$ cat src/rtl/xbee_pkg.sv
// Shared types and constants for the XBee transmit path.
// Optional build macro: XBEE_TX_PARITY_EN (adds an even-parity bit after the data bits).
package xbee_pkg;

  // Serialiser states. PARITY is reachable only when XBEE_TX_PARITY_EN is defined.
  typedef enum logic [2:0] {
    IDLE   = 3'd0,
    START  = 3'd1,
    DATA   = 3'd2,
    PARITY = 3'd3,
    STOP   = 3'd4
  } tx_state_t;

  // Level driven on the serial line whenever no frame is in progress.
  localparam logic XBEE_IDLE_LEVEL = 1'b1;

endpackage

$ cat src/rtl/xbee_sync_fifo.sv
// Synchronous FIFO with registered occupancy, first-word fall-through read
// and a single-cycle flush that discards every queued word.
module xbee_sync_fifo #(
  parameter int DATA_W = 8,
  parameter int DEPTH  = 16
) (
  input  logic                     clk,
  input  logic                     rst_n,
  input  logic                     push,
  input  logic                     pop,
  input  logic                     flush,
  input  logic [DATA_W-1:0]        din,
  output logic [DATA_W-1:0]        dout,
  output logic                     full,
  output logic                     empty,
  output logic [$clog2(DEPTH):0]   count
);

  localparam int AW = $clog2(DEPTH);
  localparam int CW = AW + 1;
  localparam logic [CW-1:0] COUNT_FULL = CW'(DEPTH);

  logic [DATA_W-1:0] r_mem [DEPTH];
  logic [AW-1:0]     r_wr_ptr;
  logic [AW-1:0]     r_rd_ptr;
  logic [CW-1:0]     r_count;

  logic w_push_ok;
  logic w_pop_ok;

  // Flush wins over both push and pop; a push into a full FIFO is accepted
  // only when a pop frees an entry on the same edge.
  assign w_pop_ok  = pop  && !flush && !empty;
  assign w_push_ok = push && !flush && (!full || w_pop_ok);

  assign full  = (r_count == COUNT_FULL);
  assign empty = (r_count == '0);
  assign count = r_count;
  assign dout  = r_mem[r_rd_ptr];

  // Pointer and occupancy bookkeeping.
  // NOTE: sequential state uses non-blocking assignments so every register samples pre-edge values.
  always_ff @(posedge clk) begin
    if (!rst_n) begin
      r_wr_ptr <= '0;
      r_rd_ptr <= '0;
      r_count  <= '0;
    end else if (flush) begin
      r_rd_ptr <= r_wr_ptr;
      r_count  <= '0;
    end else begin
      if (w_push_ok) r_wr_ptr <= r_wr_ptr + 1'b1;
      if (w_pop_ok)  r_rd_ptr <= r_rd_ptr + 1'b1;
      if (w_push_ok && !w_pop_ok)
        r_count <= r_count + 1'b1;
      else if (!w_push_ok && w_pop_ok)
        r_count <= r_count - 1'b1;
    end
  end

  // Storage write port.
  // NOTE: the array is deliberately not reset; pointers define validity, so it maps onto plain RAM.
  always_ff @(posedge clk) begin
    if (w_push_ok) r_mem[r_wr_ptr] <= din;
  end

endmodule

$ cat src/rtl/xbee_tx_fifo_uart.sv
// Buffered XBee UART transmitter: FIFO in front of an LSB-first serialiser
// whose frame starts are gated by the XBee clear-to-send input Sent.
// Optional build macro: XBEE_TX_PARITY_EN (even-parity bit between data and stop).
module xbee_tx_fifo_uart
  import xbee_pkg::*;
#(
  parameter int DATA_W       = 8,
  parameter int DEPTH        = 16,
  parameter int CLKS_PER_BIT = 434,
  parameter int STOP_BITS    = 1
) (
  input  logic                     Clk,
  input  logic                     Reset,
  input  logic                     ND,
  input  logic [DATA_W-1:0]        Din,
  input  logic                     Eviction,
  input  logic                     Sent,
  output logic                     DoutTx,
  output logic                     BusyFlag,
  output logic                     Full,
  output logic                     Empty,
  output logic [$clog2(DEPTH):0]   Count,
  output logic                     Overflow
);

  localparam int TIMER_W = $clog2(CLKS_PER_BIT);
  localparam int BIT_W   = $clog2(DATA_W);
  localparam logic [TIMER_W-1:0] TIMER_MAX = TIMER_W'(CLKS_PER_BIT - 1);
  localparam logic [BIT_W-1:0]   BIT_LAST  = BIT_W'(DATA_W - 1);
  localparam logic               STOP_LAST = 1'(STOP_BITS - 1);

  tx_state_t          r_state;
  logic [TIMER_W-1:0] r_timer;
  logic [DATA_W-1:0]  r_shift;
  logic [BIT_W-1:0]   r_bit_idx;
  logic               r_stop_idx;
  logic               r_dout;
  logic               r_busy;
  logic               r_overflow;

  tx_state_t          w_state_next;
  logic [TIMER_W-1:0] w_timer_next;
  logic [DATA_W-1:0]  w_shift_next;
  logic [BIT_W-1:0]   w_bit_next;
  logic               w_stop_next;
  logic               w_dout_next;
  logic               w_bit_end;
  logic               w_pop;

  logic [DATA_W-1:0]  w_head;
  logic               w_full;
  logic               w_empty;
  logic [$clog2(DEPTH):0] w_count;

`ifdef XBEE_TX_PARITY_EN
  logic r_parity;
  logic w_parity_next;
`endif

  xbee_sync_fifo #(
    .DATA_W (DATA_W),
    .DEPTH  (DEPTH)
  ) u_fifo (
    .clk   (Clk),
    .rst_n (Reset),
    .push  (ND),
    .pop   (w_pop),
    .flush (Eviction),
    .din   (Din),
    .dout  (w_head),
    .full  (w_full),
    .empty (w_empty),
    .count (w_count)
  );

  assign Full     = w_full;
  assign Empty    = w_empty;
  assign Count    = w_count;
  assign DoutTx   = r_dout;
  assign BusyFlag = r_busy;
  assign Overflow = r_overflow;

  assign w_bit_end = (r_timer == TIMER_MAX);

  // Next-state, bit timer, shift register and next line level for the serialiser.
  // NOTE: every always_comb output gets a default first so no latch can be inferred.
  always_comb begin
    w_state_next = r_state;
    w_timer_next = r_timer;
    w_shift_next = r_shift;
    w_bit_next   = r_bit_idx;
    w_stop_next  = r_stop_idx;
    w_pop        = 1'b0;
`ifdef XBEE_TX_PARITY_EN
    w_parity_next = r_parity;
`endif

    if (r_state != IDLE) begin
      w_timer_next = w_bit_end ? '0 : r_timer + 1'b1;
    end

    case (r_state)
      IDLE: begin
        if (!w_empty && Sent && !Eviction) begin
          w_pop        = 1'b1;
          w_shift_next = w_head;
          w_state_next = START;
          w_timer_next = '0;
          w_bit_next   = '0;
          w_stop_next  = 1'b0;
`ifdef XBEE_TX_PARITY_EN
          w_parity_next = ^w_head;
`endif
        end
      end
      START: begin
        if (w_bit_end) w_state_next = DATA;
      end
      DATA: begin
        if (w_bit_end) begin
          if (r_bit_idx == BIT_LAST) begin
`ifdef XBEE_TX_PARITY_EN
            w_state_next = PARITY;
`else
            w_state_next = STOP;
`endif
          end else begin
            w_shift_next = {XBEE_IDLE_LEVEL, r_shift[DATA_W-1:1]};
            w_bit_next   = r_bit_idx + 1'b1;
          end
        end
      end
`ifdef XBEE_TX_PARITY_EN
      PARITY: begin
        if (w_bit_end) w_state_next = STOP;
      end
`endif
      STOP: begin
        if (w_bit_end) begin
          if (r_stop_idx == STOP_LAST) w_state_next = IDLE;
          else                         w_stop_next  = 1'b1;
        end
      end
      default: begin
        w_state_next = IDLE;
        w_timer_next = '0;
      end
    endcase

    // Line level is decoded from the upcoming state so DoutTx leaves a flop.
    case (w_state_next)
      START:   w_dout_next = 1'b0;
      DATA:    w_dout_next = w_shift_next[0];
`ifdef XBEE_TX_PARITY_EN
      PARITY:  w_dout_next = w_parity_next;
`endif
      default: w_dout_next = XBEE_IDLE_LEVEL;
    endcase
  end

  // Serialiser registers; reset aborts any frame and returns the line to idle.
  always_ff @(posedge Clk) begin
    if (!Reset) begin
      r_state    <= IDLE;
      r_timer    <= '0;
      r_shift    <= '0;
      r_bit_idx  <= '0;
      r_stop_idx <= 1'b0;
      r_dout     <= XBEE_IDLE_LEVEL;
      r_busy     <= 1'b0;
`ifdef XBEE_TX_PARITY_EN
      r_parity   <= 1'b0;
`endif
    end else begin
      r_state    <= w_state_next;
      r_timer    <= w_timer_next;
      r_shift    <= w_shift_next;
      r_bit_idx  <= w_bit_next;
      r_stop_idx <= w_stop_next;
      r_dout     <= w_dout_next;
      r_busy     <= (w_state_next != IDLE);
`ifdef XBEE_TX_PARITY_EN
      r_parity   <= w_parity_next;
`endif
    end
  end

  // Sticky overflow: a word offered while full with no pop to make room is lost.
  // Eviction clears it and also suppresses the push, so it never sets it.
  always_ff @(posedge Clk) begin
    if (!Reset) begin
      r_overflow <= 1'b0;
    end else if (Eviction) begin
      r_overflow <= 1'b0;
    end else if (ND && w_full && !w_pop) begin
      r_overflow <= 1'b1;
    end
  end

endmodule

$ cat config.mk
export PLATFORM = sky130hd
export DESIGN_NAME = xbee_tx_fifo_uart
export DESIGN_NICKNAME = d
export VERILOG_FILES = /design/src/rtl/xbee_pkg.sv /design/src/rtl/xbee_sync_fifo.sv /design/src/rtl/xbee_tx_fifo_uart.sv
export SDC_FILE = /design/constraint.sdc
export NUM_CORES = 1
export LEC_CHECK = 0
export CAP_MARGIN = 15
export CORE_ASPECT_RATIO = 2
export CORE_MARGIN = 4
export CORE_UTILIZATION = 47
export CTS_BUF_LIST = sky130_fd_sc_hd__clkbuf_2
export CTS_CLUSTER_SIZE = 14
export DETAILED_ROUTE_END_ITERATION = 12
export SLEW_MARGIN = 20
export SYNTH_ARGS = -nofsm -noshare
export SYNTH_HDL_FRONTEND = slang
export SYNTH_SLANG_ARGS = --single-unit
$ cat constraint.sdc
create_clock -name Clk -period 8.45 [get_ports Clk]
set_input_delay 0.845 -clock Clk [delete_from_list [all_inputs] [get_ports Clk]]
set_output_delay 0.845 -clock Clk [all_outputs]
set_load 0.05 [all_outputs]
[After elaboration in Yosys (flattened, before gate mapping)]
Memory sizes are Yosys's and may differ from the RTL's. A register that Yosys moved wholly into a read port is not among the register bits.
Cells that the tools add are included.
Storage, ports and cells
  word-level logic and storage cells: 97
  memories: 1
  output and inout port bits: 10
  bits of input ports: 13
  register bits after elaboration: 40
  bits in writable memories: 128
Cells by class
  reduce and logical (&&, ||, !) cells: 30
  add/sub/neg operators: 6
  bitwise gates (word level): 2
  muxes and demuxes: 34
  eq/ne operators: 12
Memory list
  u_fifo.r_mem: depth 16, width 8, rd ports 1, clocked after memory_dff 1, wr ports 1, line xbee_sync_fifo.sv:23  | logic [DATA_W-1:0] r_mem [DEPTH];
Operators with widths (count)
  $mux 3: 9
  $mux 9: 3
  $mux 8: 3
  $pmux 9 s2: 1
  $mux 4: 4
  $pmux 8 s2: 1
  $pmux 3 s4: 1
  $logic_and 1x1->1: 10
  $mux 5: 2
  $add 9x1->9 const B: 1
  $eq 9x9->1 const B: 1
  $add 4x1->4 const B: 2
  $ne 2x2->1 const B: 4
  $reduce_bool 2->1: 4
  $mux 1: 7
  $eq 3x1->1 const B: 2
  $eq 3x2->1 const B: 2
  $eq 3x3->1 const B: 2
  $logic_not 1->1: 6
  $pmux 3 s2: 1
  $reduce_bool 3->1: 2
  $add 5x1->5 const B: 1
  $eq 5x5->1 const B: 1
  $logic_not 5->1: 1
  other kinds (11): 13

[Depth between registers and ports, before layout]
  depth in word-level cells: 14
  mapped depth: 13
  depth with buffers taken out: 11

[By module]
A second synthesis with hierarchy kept.
Unflattened totals
  cell total of the unflattened synthesis: 459
  area total of the unflattened synthesis: 7106.8 um^2
Modules (own cells, without submodules)
  xbee_sync_fifo: seq. area each 4184.0 um^2, instances 1, cells an instance 314, area an instance 5821.8 um^2
  xbee_tx_fifo_uart: seq. area each 520.5 um^2, instances 1, cells an instance 145, area an instance 1285.0 um^2

[Worst setup path before layout]
Ideal clock, no wire load.
  path type: input port to flip-flop
  from: in Sent
  to: reg u_fifo.r_count[4] (netlist: u_fifo.count[4])
  stages on the path: 10
  setup time: 70 ps
  path buffers: 0
  slack: 5056 ps
  data required time: 8380 ps
  arrival: 3324 ps
  cells stage by stage: or4b_4 a311oi_4 ha_1 inv_1 fa_1 a21o_1 a21oi_1 xnor2_1 or3_1 a21oi_1
Between the ends
  cells in the longest elaborated chain, start to end: 11
  elaborated cells between the ends (all ways): 14
  those cells by class: mux (3); reduce/logical (11)
RTL lines
  start: declaration: line xbee_tx_fifo_uart.sv:17  | input logic Sent,
  $logic_and 1x1->1 (*) (2 in a row): line xbee_tx_fifo_uart.sv:104  | if (!w_empty && Sent && !Eviction) begin
  $mux 1 (*): line xbee_tx_fifo_uart.sv:104
  $mux 1 (*): line xbee_tx_fifo_uart.sv:102  | case (r_state)
  $logic_and 1x1->1 (*) (2 in a row): line xbee_sync_fifo.sv:33  | assign w_pop_ok = pop && !flush && !empty;
  $logic_or 1x1->1: line xbee_sync_fifo.sv:34  | assign w_push_ok = push && !flush && (!full || w_pop_ok);
  $logic_and 1x1->1: line xbee_sync_fifo.sv:34
  $logic_not 1->1: line xbee_sync_fifo.sv:56  | else if (!w_push_ok && w_pop_ok)
  $logic_and 1x1->1: line xbee_sync_fifo.sv:56
  $reduce_bool 2->1 (no line)
  end signal: assignment: line xbee_sync_fifo.sv:55  | r_count <= r_count + 1'b1;
  end signal: assignment: line xbee_sync_fifo.sv:57  | r_count <= r_count - 1'b1;
  end: declaration: line xbee_sync_fifo.sv:26  | logic [CW-1:0] r_count;
Mark *: on every way between the ends. The rest lies on a longest branch, timed or not.
A chain may end at the register's enable or synchronous reset.

[Worst setup path in the final report]
  from: reg r_state[1]
  to: reg u_fifo.r_count[4] (netlist: u_fifo.count[4])
Between the ends
  cells in the longest elaborated chain, start to end: 9
  elaborated cells between the ends (all ways): 12
  those cells by class: mux (2); reduce/logical (10)
RTL lines
  start: declaration: line xbee_tx_fifo_uart.sv:32  | tx_state_t r_state;
  start signal: assignment: line xbee_tx_fifo_uart.sv:175  | r_state <= w_state_next;
  $logic_not 3->1 (*): line xbee_tx_fifo_uart.sv:102
  $mux 1 (*): line xbee_tx_fifo_uart.sv:102
  $logic_and 1x1->1 (*) (2 in a row): line xbee_sync_fifo.sv:33
  $logic_or 1x1->1: line xbee_sync_fifo.sv:34
  $logic_and 1x1->1: line xbee_sync_fifo.sv:34
  $logic_not 1->1: line xbee_sync_fifo.sv:56
  $logic_and 1x1->1: line xbee_sync_fifo.sv:56
  $reduce_bool 2->1 (no line)
Marked as above.

==> results.json <==
{
  "coreArea_um2": 14900,
  "hold_viol": 0,
  "worst_pin_slew_ns": 1.05,
  "seq_area_frac_synth_pct": 65.9,
  "hold_path.class": "flip-flop to flip-flop",
  "vias": 3909,
  "post_cts_buffers": 0,
  "synth-simple-area-share_pct": 8.68,
  "drtIter0Drc": 288,
  "synth_top_family_by_area": "multiplexers",
  "slew_viol_final": 0,
  "synth_cells": 456,
  "reg2reg_depth": 11,
  "cts_sinks": 171,
  "yosys_warnings": 0,
  "ios": 23,
  "cp-end-kind": "flip-flop",
  "leakage_nw": 2.56,
  "whs_ns": 0.484,
  "portBuffers": 22,
  "max-slew-margin-rel_pct": 29.8,
  "synth_area_per_cell_um2": 15.7,
  "fin_util_pct": 52.3,
  "status": "finished, final reports clean",
  "cts_resized": 0,
  "worstSetupPathType": "flip-flop to flip-flop",
  "synth_ff_type": "edfxtp_1",
  "cts_buffer_depth": 2,
  "finalCriticalPeriod_ns": 3.60,
  "yosys.area_share.xor_xnor_pct": 2.09,
  "dieArea_um2": 17300,
  "tritoncts": "done",
  "synth_area_um2": 7140,
  "rsz0062_at_grt": "no",
  "grt.total_usage_pct": 18.9,
  "crit_path_max_fanout": 16,
  "synthesis.nets": 483,
  "area_delta_synth_final_pct": 9.26,
  "grt_pass1_wl_um": 23400,
  "finalPower_mw": 1.52,
  "clock_latency_ns": 0.72,
  "cts_buffers": 17,
  "start_util_pct": 47.9,
  "synthAdderAreaFrac_pct": 2.56,
  "cp.required_ns": 9.13,
  "post_dp_cell_area_um2": 7530,
  "ir_drop_mv": 0.0876,
  "viasPerCell": 5.70,
  "ant_nets": 0,
  "grt_pass1_vias": 4144,
  "path_clk_slew_ns": 0.27,
  "fin_area_um2": 7800,
  "gp_congestion": 0.767,
  "dp_hpwl_um": 10100,
  "grt_max_degree": 35,
  "yosys-mux-area-fraction_pct": 12.5,
  "fmax_mhz": 277,
  "antenna_found_initial": 1,
  "setup_tns_ns": 0,
  "cts_root_buffer": "clkbuf_2",
  "layout_commonest_cell": "edfxtp_1",
  "wl_per_cell_um": 21.9,
  "hold_depth": 2,
  "first_pass_iters": 7,
  "power_density_nw_per_um2": 194,
  "drive_above_1_share_pct": 17.6,
  "nets": 504,
  "die_x_um": 95.1,
  "async_reset_ff_share_pct": 0,
  "ys_ff_latch": 171,
  "synth_compound_area_share_pct": 5.73,
  "mostFrequentLayoutCells": "edfxtp_1, dfxtp_1, mux4_2, nor2_1, clkdlybuf4s50_1",
  "die_h_um": 182,
  "ys_types": 57,
  "wirelength_um": 15000,
  "period_share_pct": 42.7,
  "drc": 0,
  "hold_buffers": 0,
  "num_rows": 63,
  "cp-start-kind": "flip-flop",
  "setup_viol": 0,
  "grt.overflow.total": 0,
  "crit_arrival_ns": 4.28,
  "synth-edff-count": 128,
  "fin_skew_ns": 0.0412,
  "cap_viol_max_count": 0,
  "cts_htree_levels": 4
}
==> cells in the mapped netlist, types with 2 or more instances <==
| master | instances | area (µm²) |
|---|---|---|
| a211oi_1 | 3 | 22.5 |
| a21o_1 | 4 | 30.0 |
| a21oi_1 | 14 | 70.1 |
| a22oi_1 | 8 | 60.1 |
| a31oi_1 | 2 | 12.5 |
| and2_1 | 10 | 62.6 |
| and3_1 | 3 | 18.8 |
| and4b_1 | 2 | 20.0 |
| buf_2 | 12 | 60.1 |
| clkbuf_1 | 13 | 48.8 |
| dfxtp_1 | 43 | 861 |
| edfxtp_1 | 128 | 3840 |
| ha_1 | 13 | 163 |
| inv_1 | 15 | 56.3 |
| mux2_2 | 2 | 22.5 |
| mux2i_1 | 6 | 60.1 |
| mux4_2 | 36 | 811 |
| nand2_1 | 21 | 78.8 |
| nand2b_1 | 3 | 18.8 |
| nand3_1 | 8 | 40.0 |
| nand4_1 | 5 | 31.3 |
| nor2_1 | 27 | 101 |
| nor2b_1 | 3 | 18.8 |
| nor3_1 | 15 | 75.1 |
| o21ai_0 | 3 | 15.0 |
| o21ai_1 | 6 | 30.0 |
| o22ai_1 | 2 | 12.5 |
| or2_0 | 2 | 12.5 |
| or3_1 | 3 | 18.8 |
| or3b_2 | 2 | 17.5 |
| xnor2_1 | 6 | 52.6 |
| xor2_1 | 11 | 96.3 |
==> worst max-delay path, stage by stage, from the launching register on <==
cell and delay, ns:
dfxtp_1 0.49, or3_1 0.61, a211oi_4 0.68, inv_1 0.21
ha_1 0.28, inv_1 0.14, ha_1 0.28, a21o_1 0.17
a21oi_1 0.17, xnor2_1 0.09, or3_1 0.30, a21oi_1 0.13
==> registers in the layout, summed over array words and instances (netlist names), named ones only <==
register	cells
BusyFlag	1
r_bit_idx	3
u_fifo.r_wr_ptr	4
DoutTx	1
r_shift	8
r_state	3
r_timer	9
u_fifo.r_rd_ptr	4
u_fifo.r_mem	128
u_fifo.count	5
Overflow	1
==> where the power goes <==
| part | switching, mW | total, mW | internal, mW |
|---|---|---|---|
| Combinational | 0.0769 | 0.134 | 0.0575 |
| Sequential | 0.0101 | 0.923 | 0.913 |
| Clock | 0.310 | 0.458 | 0.149 |
| Total | 0.397 | 1.52 | 1.12 |
==> metrics by stage <==
step | instances | setup slack, ns
after global routing | 686 | 4.61
after CTS | 685 | 4.75
final | 686 | 4.85
after global placement | 653 | 4.29
after floorplan | 456 | 5.06
after detailed placement | 653 | 4.24
==> layer usage <==
metal | global-route usage, % | wire length (µm) | vias to the layer above
met5 | 0 | 0 | -
met4 | 7.69 | 436 | 0
met3 | 3.55 | 590 | 30
met2 | 36.0 | 8920 | 96
met1 | 19.4 | 5100 | 1987
li1 | - | - | 1796
==> cell families (layout without fill, tap and decap cells) <==
logic type,count (synthesis),in the layout
xor+xnor,17,17
buf+inv,42,76
mux,44,44
other cells,0,1
simple gates,114,114
compound gates,54,54
fa+ha+maj,14,14
flops,171,171
==> worst paths after layout <==
| path | startpoint | endpoint | slack [ns] |
|---|---|---|---|
| min | r_bit_idx[2]$_SDFFE_PN0P_ | r_bit_idx[2]$_SDFFE_PN0P_ | 0.48 |
| max | r_state[1]$_SDFF_PN0_ | u_fifo.count[4]$_SDFFE_PP0P_ | 4.85 |
| min reg2reg | r_bit_idx[2]$_SDFFE_PN0P_ | r_bit_idx[2]$_SDFFE_PN0P_ | 0.48 |
| max reg2reg | r_state[1]$_SDFF_PN0_ | u_fifo.count[4]$_SDFFE_PP0P_ | 4.85 |
==> area by class of cell <==
| cell class | instances | area, µm² |
|---|---|---|
| multi-input combinational | 243 | 2250 |
| clock inverter | 15 | 183 |
| antenna | 1 | 2.50 |
| sequential | 171 | 4710 |
| timing repair buffer | 28 | 265 |
| tap | 195 | 244 |
| clock buffer | 17 | 85.1 |
| fill | 1215 | 7100 |
| inverter | 16 | 60.1 |
No activity file was read; power rests on OpenSTA's default activity.
